**src/rtl/mem_resp_queue.sv**
```systemverilog
`default_nettype none
// ============================================================================
// Module   : mem_resp_queue
// Purpose  : MEM-stage data-response tracker. Records each data request
//            accepted by the data SRAM interface, matches in-order data_ok
//            responses to it (up to DEPTH in flight), extracts and extends
//            the load result, and hands it to WB under valid/ready.
//            A flush cancels every in-flight entry; responses that arrive
//            later for cancelled entries are drained silently.
// Ports    : clk, resetn (async, active low)
//            req_issue/req_op/req_off : request accepted this cycle
//            can_issue                : queue not full
//            data_ok/rdata            : in-order memory response
//            flush                    : cancel all in-flight entries
//            resp_valid/resp_data/resp_ready : WB handshake
//            outstanding              : live entries, cancelled included
// Revision : 1.0 - initial multi-outstanding release
// ============================================================================
module mem_resp_queue #(
    parameter int DATA_W = 32,
    parameter int DEPTH  = 4,
    parameter int OFF_W  = $clog2(DATA_W / 8),
    parameter int CNT_W  = $clog2(DEPTH) + 1
) (
    input  logic              clk,
    input  logic              resetn,
    input  logic              req_issue,
    input  logic [2:0]        req_op,
    input  logic [OFF_W-1:0]  req_off,
    output logic              can_issue,
    input  logic              data_ok,
    input  logic [DATA_W-1:0] rdata,
    input  logic              flush,
    output logic              resp_valid,
    output logic [DATA_W-1:0] resp_data,
    input  logic              resp_ready,
    output logic [CNT_W-1:0]  outstanding
);

    localparam int c_IDX_W = $clog2(DEPTH);

    localparam logic [2:0] c_EMPTY     = 3'd0;
    localparam logic [2:0] c_WAIT      = 3'd1;
    localparam logic [2:0] c_DONE      = 3'd2;
    localparam logic [2:0] c_KILL_WAIT = 3'd3;
    localparam logic [2:0] c_KILL_DONE = 3'd4;

    localparam logic [2:0] c_OP_LB  = 3'd0;
    localparam logic [2:0] c_OP_LBU = 3'd1;
    localparam logic [2:0] c_OP_LH  = 3'd2;
    localparam logic [2:0] c_OP_LHU = 3'd3;
    localparam logic [2:0] c_OP_LW  = 3'd4;
    localparam logic [2:0] c_OP_LD  = 3'd6;

    logic [2:0]        r_state [DEPTH];
    logic [2:0]        r_op    [DEPTH];
    logic [OFF_W-1:0]  r_off   [DEPTH];
    logic [DATA_W-1:0] r_data  [DEPTH];
    logic [CNT_W-1:0]  r_wr_ptr;
    logic [CNT_W-1:0]  r_rsp_ptr;
    logic [CNT_W-1:0]  r_rd_ptr;

    logic [c_IDX_W-1:0] w_wr_idx;
    logic [c_IDX_W-1:0] w_rsp_idx;
    logic [c_IDX_W-1:0] w_rd_idx;
    logic               w_full;
    logic               w_issue;
    logic               w_resp;
    logic               w_bypass;
    logic               w_pop;
    logic [2:0]         w_head_st;
    logic [2:0]         w_head_op;
    logic [OFF_W-1:0]   w_head_off;
    logic [DATA_W-1:0]  w_src;
    logic [OFF_W-1:0]   w_off_h;
    logic [OFF_W-1:0]   w_off_w;
    logic [7:0]         w_byte;
    logic [15:0]        w_half;
    logic [31:0]        w_word;
    logic [DATA_W-1:0]  w_ext;

    assign w_wr_idx  = r_wr_ptr[c_IDX_W-1:0];
    assign w_rsp_idx = r_rsp_ptr[c_IDX_W-1:0];
    assign w_rd_idx  = r_rd_ptr[c_IDX_W-1:0];

    // Full when the indices meet but the wrap bits differ.
    assign w_full    = (w_wr_idx == w_rd_idx) && (r_wr_ptr[CNT_W-1] != r_rd_ptr[CNT_W-1]);
    assign can_issue = ~w_full;
    assign w_issue   = req_issue & ~w_full;
    assign w_resp    = data_ok & (r_rsp_ptr != r_wr_ptr);

    assign w_head_st  = r_state[w_rd_idx];
    assign w_head_op  = r_op[w_rd_idx];
    assign w_head_off = r_off[w_rd_idx];

    // Head is still waiting and its data arrives now: present it straight
    // from rdata so a ready WB sees zero-cycle load latency.
    assign w_bypass = (w_head_st == c_WAIT) && (r_rsp_ptr == r_rd_ptr) && data_ok && !flush;

    assign resp_valid = !flush && ((w_head_st == c_DONE) || w_bypass);

    // Killed heads drain on their own; live heads need the WB handshake.
    assign w_pop = (resp_valid && resp_ready) || (w_head_st == c_KILL_DONE);

    assign outstanding = r_wr_ptr - r_rd_ptr;

    always_comb begin
        w_src   = w_bypass ? rdata : r_data[w_rd_idx];
        w_off_h = w_head_off & ~OFF_W'(1);
        w_off_w = w_head_off & ~OFF_W'(3);
        w_byte  = 8'(w_src >> {w_head_off, 3'b000});
        w_half  = 16'(w_src >> {w_off_h, 3'b000});
        w_word  = 32'(w_src >> {w_off_w, 3'b000});
        w_ext   = '0;
        case (w_head_op)
            c_OP_LB:  w_ext = DATA_W'($signed(w_byte));
            c_OP_LBU: w_ext = DATA_W'(w_byte);
            c_OP_LH:  w_ext = DATA_W'($signed(w_half));
            c_OP_LHU: w_ext = DATA_W'(w_half);
            c_OP_LW:  w_ext = DATA_W'($signed(w_word));
            c_OP_LD:  w_ext = (DATA_W == 64) ? w_src : DATA_W'($signed(w_word));
            default:  w_ext = '0;
        endcase
    end

    assign resp_data = resp_valid ? w_ext : '0;

    // Later assignments in the loop body take priority: flush marking,
    // then response capture, then allocation, and finally pop.
    always_ff @(posedge clk or negedge resetn) begin
        if (!resetn) begin
            r_wr_ptr  <= '0;
            r_rsp_ptr <= '0;
            r_rd_ptr  <= '0;
            for (int i = 0; i < DEPTH; i++) begin
                r_state[i] <= c_EMPTY;
                r_op[i]    <= '0;
                r_off[i]   <= '0;
                r_data[i]  <= '0;
            end
        end else begin
            if (w_issue) r_wr_ptr  <= r_wr_ptr + CNT_W'(1);
            if (w_resp)  r_rsp_ptr <= r_rsp_ptr + CNT_W'(1);
            if (w_pop)   r_rd_ptr  <= r_rd_ptr + CNT_W'(1);
            for (int i = 0; i < DEPTH; i++) begin
                if (flush) begin
                    if (r_state[i] == c_WAIT) r_state[i] <= c_KILL_WAIT;
                    if (r_state[i] == c_DONE) r_state[i] <= c_KILL_DONE;
                end
                if (w_resp && (w_rsp_idx == c_IDX_W'(i))) begin
                    r_data[i]  <= rdata;
                    r_state[i] <= (flush || (r_state[i] == c_KILL_WAIT)) ? c_KILL_DONE : c_DONE;
                end
                if (w_issue && (w_wr_idx == c_IDX_W'(i))) begin
                    r_state[i] <= flush ? c_KILL_WAIT : c_WAIT;
                    r_op[i]    <= req_op;
                    r_off[i]   <= req_off;
                end
                if (w_pop && (w_rd_idx == c_IDX_W'(i))) begin
                    r_state[i] <= c_EMPTY;
                end
            end
        end
    end

endmodule
`default_nettype wire
```
**config.mk**
```make
export PLATFORM = sky130hd
export DESIGN_NAME = mem_resp_queue
export DESIGN_NICKNAME = d
export VERILOG_FILES = /design/src/rtl/mem_resp_queue.sv
export SDC_FILE = /design/constraint.sdc
export NUM_CORES = 1
export LEC_CHECK = 0
export CORE_MARGIN = 3
export CORE_UTILIZATION = 63
export DETAILED_ROUTE_END_ITERATION = 7
export PLACE_DENSITY = 0.94
export SYNTH_ARGS = -nofsm -noshare
export SYNTH_HDL_FRONTEND = slang
export SYNTH_SLANG_ARGS = --single-unit
```
**constraint.sdc**
```tcl
create_clock -name clk -period 8.24 [get_ports clk]
set_input_delay 2.06 -clock clk [delete_from_list [all_inputs] [get_ports clk]]
set_output_delay 2.06 -clock clk [all_outputs]
set_load 0.01 [all_outputs]
```
==> results of run 1 <==
## worst reg2reg max path: stages (launching register included)
cell	delay, ns
dfrtp_2	0.51
buf_4	0.68
mux4_2	0.69
nor2_4	0.15
nand3_2	0.30
buf_4	0.45
o21ai_0	0.33
buf_4	0.26
and2_1	0.27
a211oi_1	0.09
## through the flow
step	cell area (um2)	cells	setup WS, ns	util [%]	power [mW]
final	10700	963	0.7661	75.91	5.117
after global routing	10700	963	0.6359	75.91	5.382
after CTS	10700	963	0.8429	75.91	5.071
after floorplan	9238	709	2.438	-	3.510
after detailed placement	10140	931	0.8527	71.91	4.271
after global placement	10140	931	0.9485	71.91	4.087
## state kept, by name, indices dropped and copies added (netlist names)
name,count
r_data,128
r_off,8
r_op,12
r_rd_ptr,3
r_rsp_ptr,3
r_state,12
r_wr_ptr,3
## power breakdown
| group | internal, mW | leakage, nW | switching (mW) |
|---|---|---|---|
| sequential | 1.27 | 2.00 | 0.280 |
| combinational | 1.35 | 2.27 | 1.45 |
| clock | 0.428 | 0.258 | 0.340 |
| total | 3.05 | 4.53 | 2.07 |
## logic make-up (layout without fill, tap and decap cells)
logic type | Yosys count | after routing | synth area share (%)
adder cells (fa/ha/maj) | 15 | 15 | 2.113
flip-flops | 169 | 169 | 45.78
AO/OA/AOI/OAI | 129 | 129 | 10.13
XOR/XNOR | 14 | 14 | 1.327
AND/OR/NAND/NOR | 82 | 82 | 4.429
buffers and inverters | 65 | 139 | 3.169
multiplexers | 235 | 235 | 33.05
## cells in the final DEF, fill, tap and decap left out, types with 4 or more instances in the layout
master / count
nor3_1: 4
buf_4: 11
clkdlybuf4s50_1: 78
mux2i_1: 38
clkbuf_16: 17
o21a_1: 16
xor2_1: 9
o211ai_1: 6
clkinvlp_4: 6
nor2b_1: 4
ha_1: 14
xnor2_1: 5
a21o_1: 7
dfrtp_1: 167
nand3_1: 10
mux2_2: 156
nand2b_1: 7
a221oi_1: 11
o22a_1: 7
o21ai_0: 12
nor2_1: 20
inv_1: 16
mux4_2: 40
nand2_1: 23
a21oi_1: 31
a221o_1: 6
a22oi_1: 9
## final timing paths
kind | slack, ns | depth (start not counted) | to | start
max in group asynchronous | 4.97 | 2 | r_data[33] | resetn
worst max register to register | 4.33 | 9 | r_state[2] | r_rd_ptr[0]
worst min register to register | 0.50 | 1 | r_data[16] | r_data[16]
worst min-delay path | 0.50 | 1 | r_data[16] | r_data[16]
worst max-delay path | 0.77 | 8 | resp_data[16] | data_ok
min in group asynchronous | 1.67 | 1 | r_data[126] | resetn
## metal layers
layer	up-vias	GRT usage (%)	share of wire, %
li1	2810	-	-
met1	3416	39.70	40
met2	404	48.13	49
met3	68	7.609	8.5
met4	0	11.29	2.7
met5	-	0	0
## synthesized netlist by cell type, types with 3 or more instances
cell type | n | area, um2
buf_6 | 4 | 45.04
ha_1 | 14 | 175.2
o22a_1 | 7 | 61.31
buf_1 | 6 | 22.52
a21oi_1 | 31 | 155.2
mux2_2 | 156 | 1757
mux2i_1 | 38 | 380.4
dfrtp_1 | 169 | 4229
a22oi_1 | 9 | 67.56
buf_2 | 12 | 60.06
o21ai_0 | 12 | 60.06
a221o_1 | 6 | 60.06
nand2b_1 | 7 | 43.79
a221oi_1 | 11 | 96.34
xnor2_1 | 5 | 43.79
nor3_1 | 4 | 20.02
o211ai_1 | 6 | 45.04
nand2_1 | 23 | 86.33
o21a_1 | 16 | 120.1
clkbuf_1 | 25 | 93.84
xor2_1 | 9 | 78.83
nand3_1 | 10 | 50.05
nor2_1 | 20 | 75.07
a21o_1 | 7 | 52.55
a31oi_1 | 3 | 18.77
inv_1 | 16 | 60.06
nor2b_1 | 4 | 25.02
or3_1 | 3 | 18.77
mux4_2 | 40 | 900.9
## final cells by class
cell class | instances | area, um2
multi-input cells | 475 | 4741
flip-flops and latches | 169 | 4232
fillers | 820 | 3396
repair buffers | 90 | 874.6
clock buffers | 20 | 446.7
well taps | 180 | 225.2
clock inverters | 12 | 117.6
inverters | 17 | 63.81
==> metrics.md, run 1 <==
| Metric | Value |
|---|---|
| Vias per cell | `6.955` |
| Family with the most delay on the worst path | `buffers and inverters` |
| Status | `complete, no violations` |
| Req. time, crit path | `6.18 ns` |
| Gpl congestion | `1.003` |
| FP Rows | `43` |
| Initial antenna violation count | `0` |
| Setup tns final | `0 ns` |
| ANT nets after route | `0` |
| Hold_ws | `0.5027 ns` |
| Layout cells sized above 1 | `32.06%` |
| CTS root buffer | `clkbuf_16` |
| Slew margin rel. | `25.02%` |
| Area of the mapped netlist | `9238 um2` |
| CTS tree | `yes` |
| Netlist cell types | `60` |
| GRT overflow | `0` |
| P&R area growth vs syn | `15.83%` |
| Pin count of the biggest net entering global routing | `91` |
| First-pass GRT wire length | `37,430 um` |
| Arr. time, crit path | `5.41 ns` |
| Slowest stage delay, CP | `0.59 ns` |
| Routed WL | `23,470 um` |
| Largest buffer count on any clock path | `2` |
| Die area | `16,150 um2` |
| Die height | `127.1 um` |
| Routed vias | `6,698` |
| Drt wl/cell | `24.37 um` |
| Critical Path End Type | `output port` |
| Final setup vio count | `0` |
| Fin crit share | `90.70%` |
| Clk_skew | `0.01150 ns` |
| Unrepaired setup endpoints after global routing | `false` |
| DP Wirelength | `15,420 um` |
| Die X | `127.1 um` |
| Yosys warnings | `0` |
| PostCTS Resize Cnt | `0` |
| Most common cell on crit path | `clkdlybuf4s50_1` |
| Maximum clock frequency | `133.8 MHz` |
| DRT Pass-1 Iters | `7` |
| Crit path launch type | `input port` |
| 1st-iter DRT viols | `912` |
| Sequential fraction of the synthesis area | `45.78%` |
| # nets final | `828` |
| Worst skew pair latency | `0.43 ns` |
| Remaining DRCs | `0` |
| Clock transition at path regs | `0.07 ns` |
| Syn Inst Count | `709` |
| Total I/O pin count | `80` |
| Leak | `4.529 nW` |
| Mapped Avg Cell Area | `13.03 um2` |
| Kind of critical path | `in2out` |
| Ys async rst share | `100.0%` |
| CP max-delay cell | `clkdlybuf4s50_1` |
| CP Buf/Inv Count | `2` |
| Synth Register Bits | `169` |
| Max Cap Viol | `0` |
| CP max FO | `16` |
| Total nets after synthesis | `767` |
| Final hold viol count | `0` |
| Initial core utilization | `65.53%` |
| Setup repair bufs after CTS | `0` |
| PD cells | `478.2 nW/um2` |
| CTS Buf Count | `17` |
| H-tree depth | `4` |
| GRT Util Overall | `29.93%` |
| Vias in the first global route | `6,869` |
| Max Slew Vio Count | `0` |
| Hold crit path type | `reg2reg` |
| Prevailing post-synth register cell | `dfrtp_1` |
| CORE AREA | `14,100 um2` |
| Slew at the pin with the worst max-slew slack | `1.119 ns` |
| PortBufs | `79` |
| Worst vdd ir | `0.3781 mV` |
| Minimum clock period | `7.474 ns` |
| EDFF count, synth | `0` |
| Ant diodes | `0` |
| Ordered cell list for the critical path | `clkdlybuf4s50_1 -> nand2b_1 -> nor4_2 -> nand3_2 -> mux2_4 -> o31ai_4 -> o21a_1 -> clkdlybuf4s50_1` |
| Clock sink count | `169` |
| Hold_buf cts | `0` |
No activity file was read; power rests on OpenSTA's default activity.
==> run 2: changes to the inputs <==
Settings changed: CAP_MARGIN set to 20.
==> run 2 against run 1 <==
The run now ends with DRC left. Register-to-register slack about the same. Design area about the same. Critical path type unchanged. Die area is the same. Global-route usage unchanged.
==> metrics.md, run 2 (synthesized netlist as in run 1, its figures left out) <==
| Metric | Value |
|---|---|
| Status | `finished, violations left (was complete, no violations)` |
| Violated checks | `DRC` |
| Final Power | `5.127 mW (was 5.117 mW)` |
| CTS tree | `yes (unchanged)` |
| Remaining DRCs | `1 (was 0)` |
| Kind of critical path | `in2out (unchanged)` |
| Slew margin rel. | `25.84% (was 25.02%)` |
| CP max-delay cell | `clkdlybuf4s50_1 (unchanged)` |
| FILL cells | `817 (was 820)` |
| Max Cap Viol | `0 (unchanged)` |
| Minimum clock period | `7.498 ns (was 7.474 ns)` |
| Vias per cell | `6.938 (was 6.955)` |
| CORE AREA | `14,100 um2 (unchanged)` |
| First-pass GRT wire length | `37,430 um (unchanged)` |
| Unrepaired setup endpoints after global routing | `false (unchanged)` |
| Vias in the first global route | `6,869 (unchanged)` |
| Routed vias | `6,688 (was 6,698)` |
| 1st-iter DRT viols | `873 (was 912)` |
| Setup tns final | `0 ns (unchanged)` |
| Total I/O pin count | `80 (unchanged)` |
| Final setup vio count | `0 (unchanged)` |
| Pre-CTS setup slack | `0.8527 ns (unchanged)` |
| Clock transition at path regs | `0.07 ns (about the same)` |
| Hold crit path type | `reg2reg (unchanged)` |
| DRT Pass-1 Iters | `8 (was 7)` |
| Drt wl/cell | `24.45 um (was 24.37 um)` |
| Ant diodes | `0 (unchanged)` |
| H-tree depth | `4 (unchanged)` |
| CTS root buffer | `clkbuf_16 (unchanged)` |
| Worst vdd ir | `0.3778 mV (was 0.3781 mV)` |
| Slew at the pin with the worst max-slew slack | `1.106 ns (was 1.119 ns)` |
| Clock sink count | `169 (unchanged)` |
| ANT nets after route | `0 (unchanged)` |
| PortBufs | `79 (unchanged)` |
| Gpl congestion | `1.003 (unchanged)` |
| FP Rows | `43 (unchanged)` |
| Flip-flop count of the largest register after layout | `128 (unchanged)` |
| Slowest stage delay, CP | `0.59 ns (about the same)` |
| PostCTS Resize Cnt | `0 (unchanged)` |
| Ordered cell list for the critical path | `clkdlybuf4s50_1 -> nand2b_1 -> nor4_2 -> nand3_2 -> mux2_4 -> o31ai_4 -> o21a_1 -> clkdlybuf4s50_1 (unchanged)` |
| Die height | `127.1 um (unchanged)` |
| Routed WL | `23,570 um (was 23,470 um)` |
| Most frequent cells in the layout | `dfrtp_1, mux2_2, clkdlybuf4s50_1 (unchanged)` |
| Regs by FF count | `r_data (128), r_op (12), r_state (12) (unchanged)` |
| Largest reg by FF count | `r_data (unchanged)` |
| CP max FO | `16 (unchanged)` |
| DP Wirelength | `15,420 um (unchanged)` |
| Final hold viol count | `0 (unchanged)` |
| Req. time, crit path | `6.18 ns (about the same)` |
| Most common cell on crit path | `clkdlybuf4s50_1 (unchanged)` |
| Commonest non-fill, non-tap cell in the layout | `dfrtp_1 (unchanged)` |
| GRT overflow | `0 (unchanged)` |
| Layout cells sized above 1 | `32.14% (was 32.06%)` |
| Crit path launch type | `input port (unchanged)` |
| CTS Buf Count | `17 (unchanged)` |
| PD cells | `478.8 nW/um2 (was 478.2 nW/um2)` |
| Setup repair bufs after CTS | `0 (unchanged)` |
| Initial core utilization | `65.53% (unchanged)` |
| Pin count of the biggest net entering global routing | `91 (unchanged)` |
| Hold_buf cts | `0 (unchanged)` |
| Clk_skew | `0.01303 ns (was 0.01150 ns)` |
| Critical Path End Type | `output port (unchanged)` |
| Leak | `4.533 nW (was 4.529 nW)` |
| Die X | `127.1 um (unchanged)` |
| Fin crit share | `91.00% (was 90.70%)` |
| GRT Util Overall | `29.93% (unchanged)` |
| P&R area growth vs syn | `15.92% (was 15.83%)` |
| # nets final | `829 (was 828)` |
| Arr. time, crit path | `5.44 ns (was 5.41 ns)` |
| Setup ws final | `0.7420 ns (was 0.7661 ns)` |
| Initial antenna violation count | `0 (unchanged)` |
| Worst skew pair latency | `0.43 ns (about the same)` |
| Die area | `16,150 um2 (unchanged)` |
| Largest buffer count on any clock path | `2 (unchanged)` |
| Maximum clock frequency | `133.4 MHz (was 133.8 MHz)` |
| Max Slew Vio Count | `0 (unchanged)` |
-- run 2: path summary, 6_finish.rpt --
| check | endpoint | cells after the start | start | slack (ns) |
|---|---|---|---|---|
| setup / recovery | resp_data[16] | 8 | data_ok | 0.74 |
| hold / removal | r_data[16] | 1 | r_data[16] | 0.50 |
| setup reg to reg | r_rd_ptr[2] | 9 | r_rd_ptr[0] | 4.33 |
| hold reg to reg | r_data[16] | 1 | r_data[16] | 0.50 |
| max in group asynchronous | r_data[33] | 2 | resetn | 4.99 |
| min in group asynchronous | r_data[126] | 1 | resetn | 1.68 |
-- run 2: metrics by stage --
stage	hold slack (ns)	cell area, um2	cells	util [%]
floorplan	0.4739	9238	709	-
global placement	0.4810	10140	931	71.91
detailed placement	0.4896	10140	931	71.91
CTS	0.5046	10700	963	75.91
global route	0.5153	10710	964	75.96
finish	0.5039	10710	964	75.96
-- run 2: cell type report --
type                    count  area [um2]  share of cell area [%]
clock inverters            12       117.6                   1.098
multi-input cells         475        4741                   44.27
inverters                  17       63.81                  0.5959
repair buffers             91       882.1                   8.238
flip-flops and latches    169        4232                   39.52
well taps                 180       225.2                   2.103
clock buffers              20       446.7                   4.172
-- run 2: layer usage --
metal | track usage (%) | share of wire [%]
met1 | 39.70 | 40
met2 | 48.13 | 49
met3 | 7.609 | 8.5
met4 | 11.29 | 3.0
met5 | 0 | 0
-- run 2: power breakdown --
group | total, mW | internal, mW | switching, mW
Clock | 0.768 | 0.428 | 0.341
Sequential | 1.55 | 1.27 | 0.280
Combinational | 2.81 | 1.36 | 1.46
Total | 5.13 | 3.05 | 2.08
-- run 2: critical path, delay by kind of cell --
family	cells	cell delay, ns
AND/OR/NAND/NOR	3	1.01
AO/OA/AOI/OAI	2	0.78
multiplexers	1	0.45
buffers and inverters	2	1.13
==> run 3: changes to the inputs <==
Settings changed: ABC_CLOCK_PERIOD_IN_PS set to 8240.
==> results of run 3 <==
The final DEF is identical to that of run 2; final timing and power are the same.
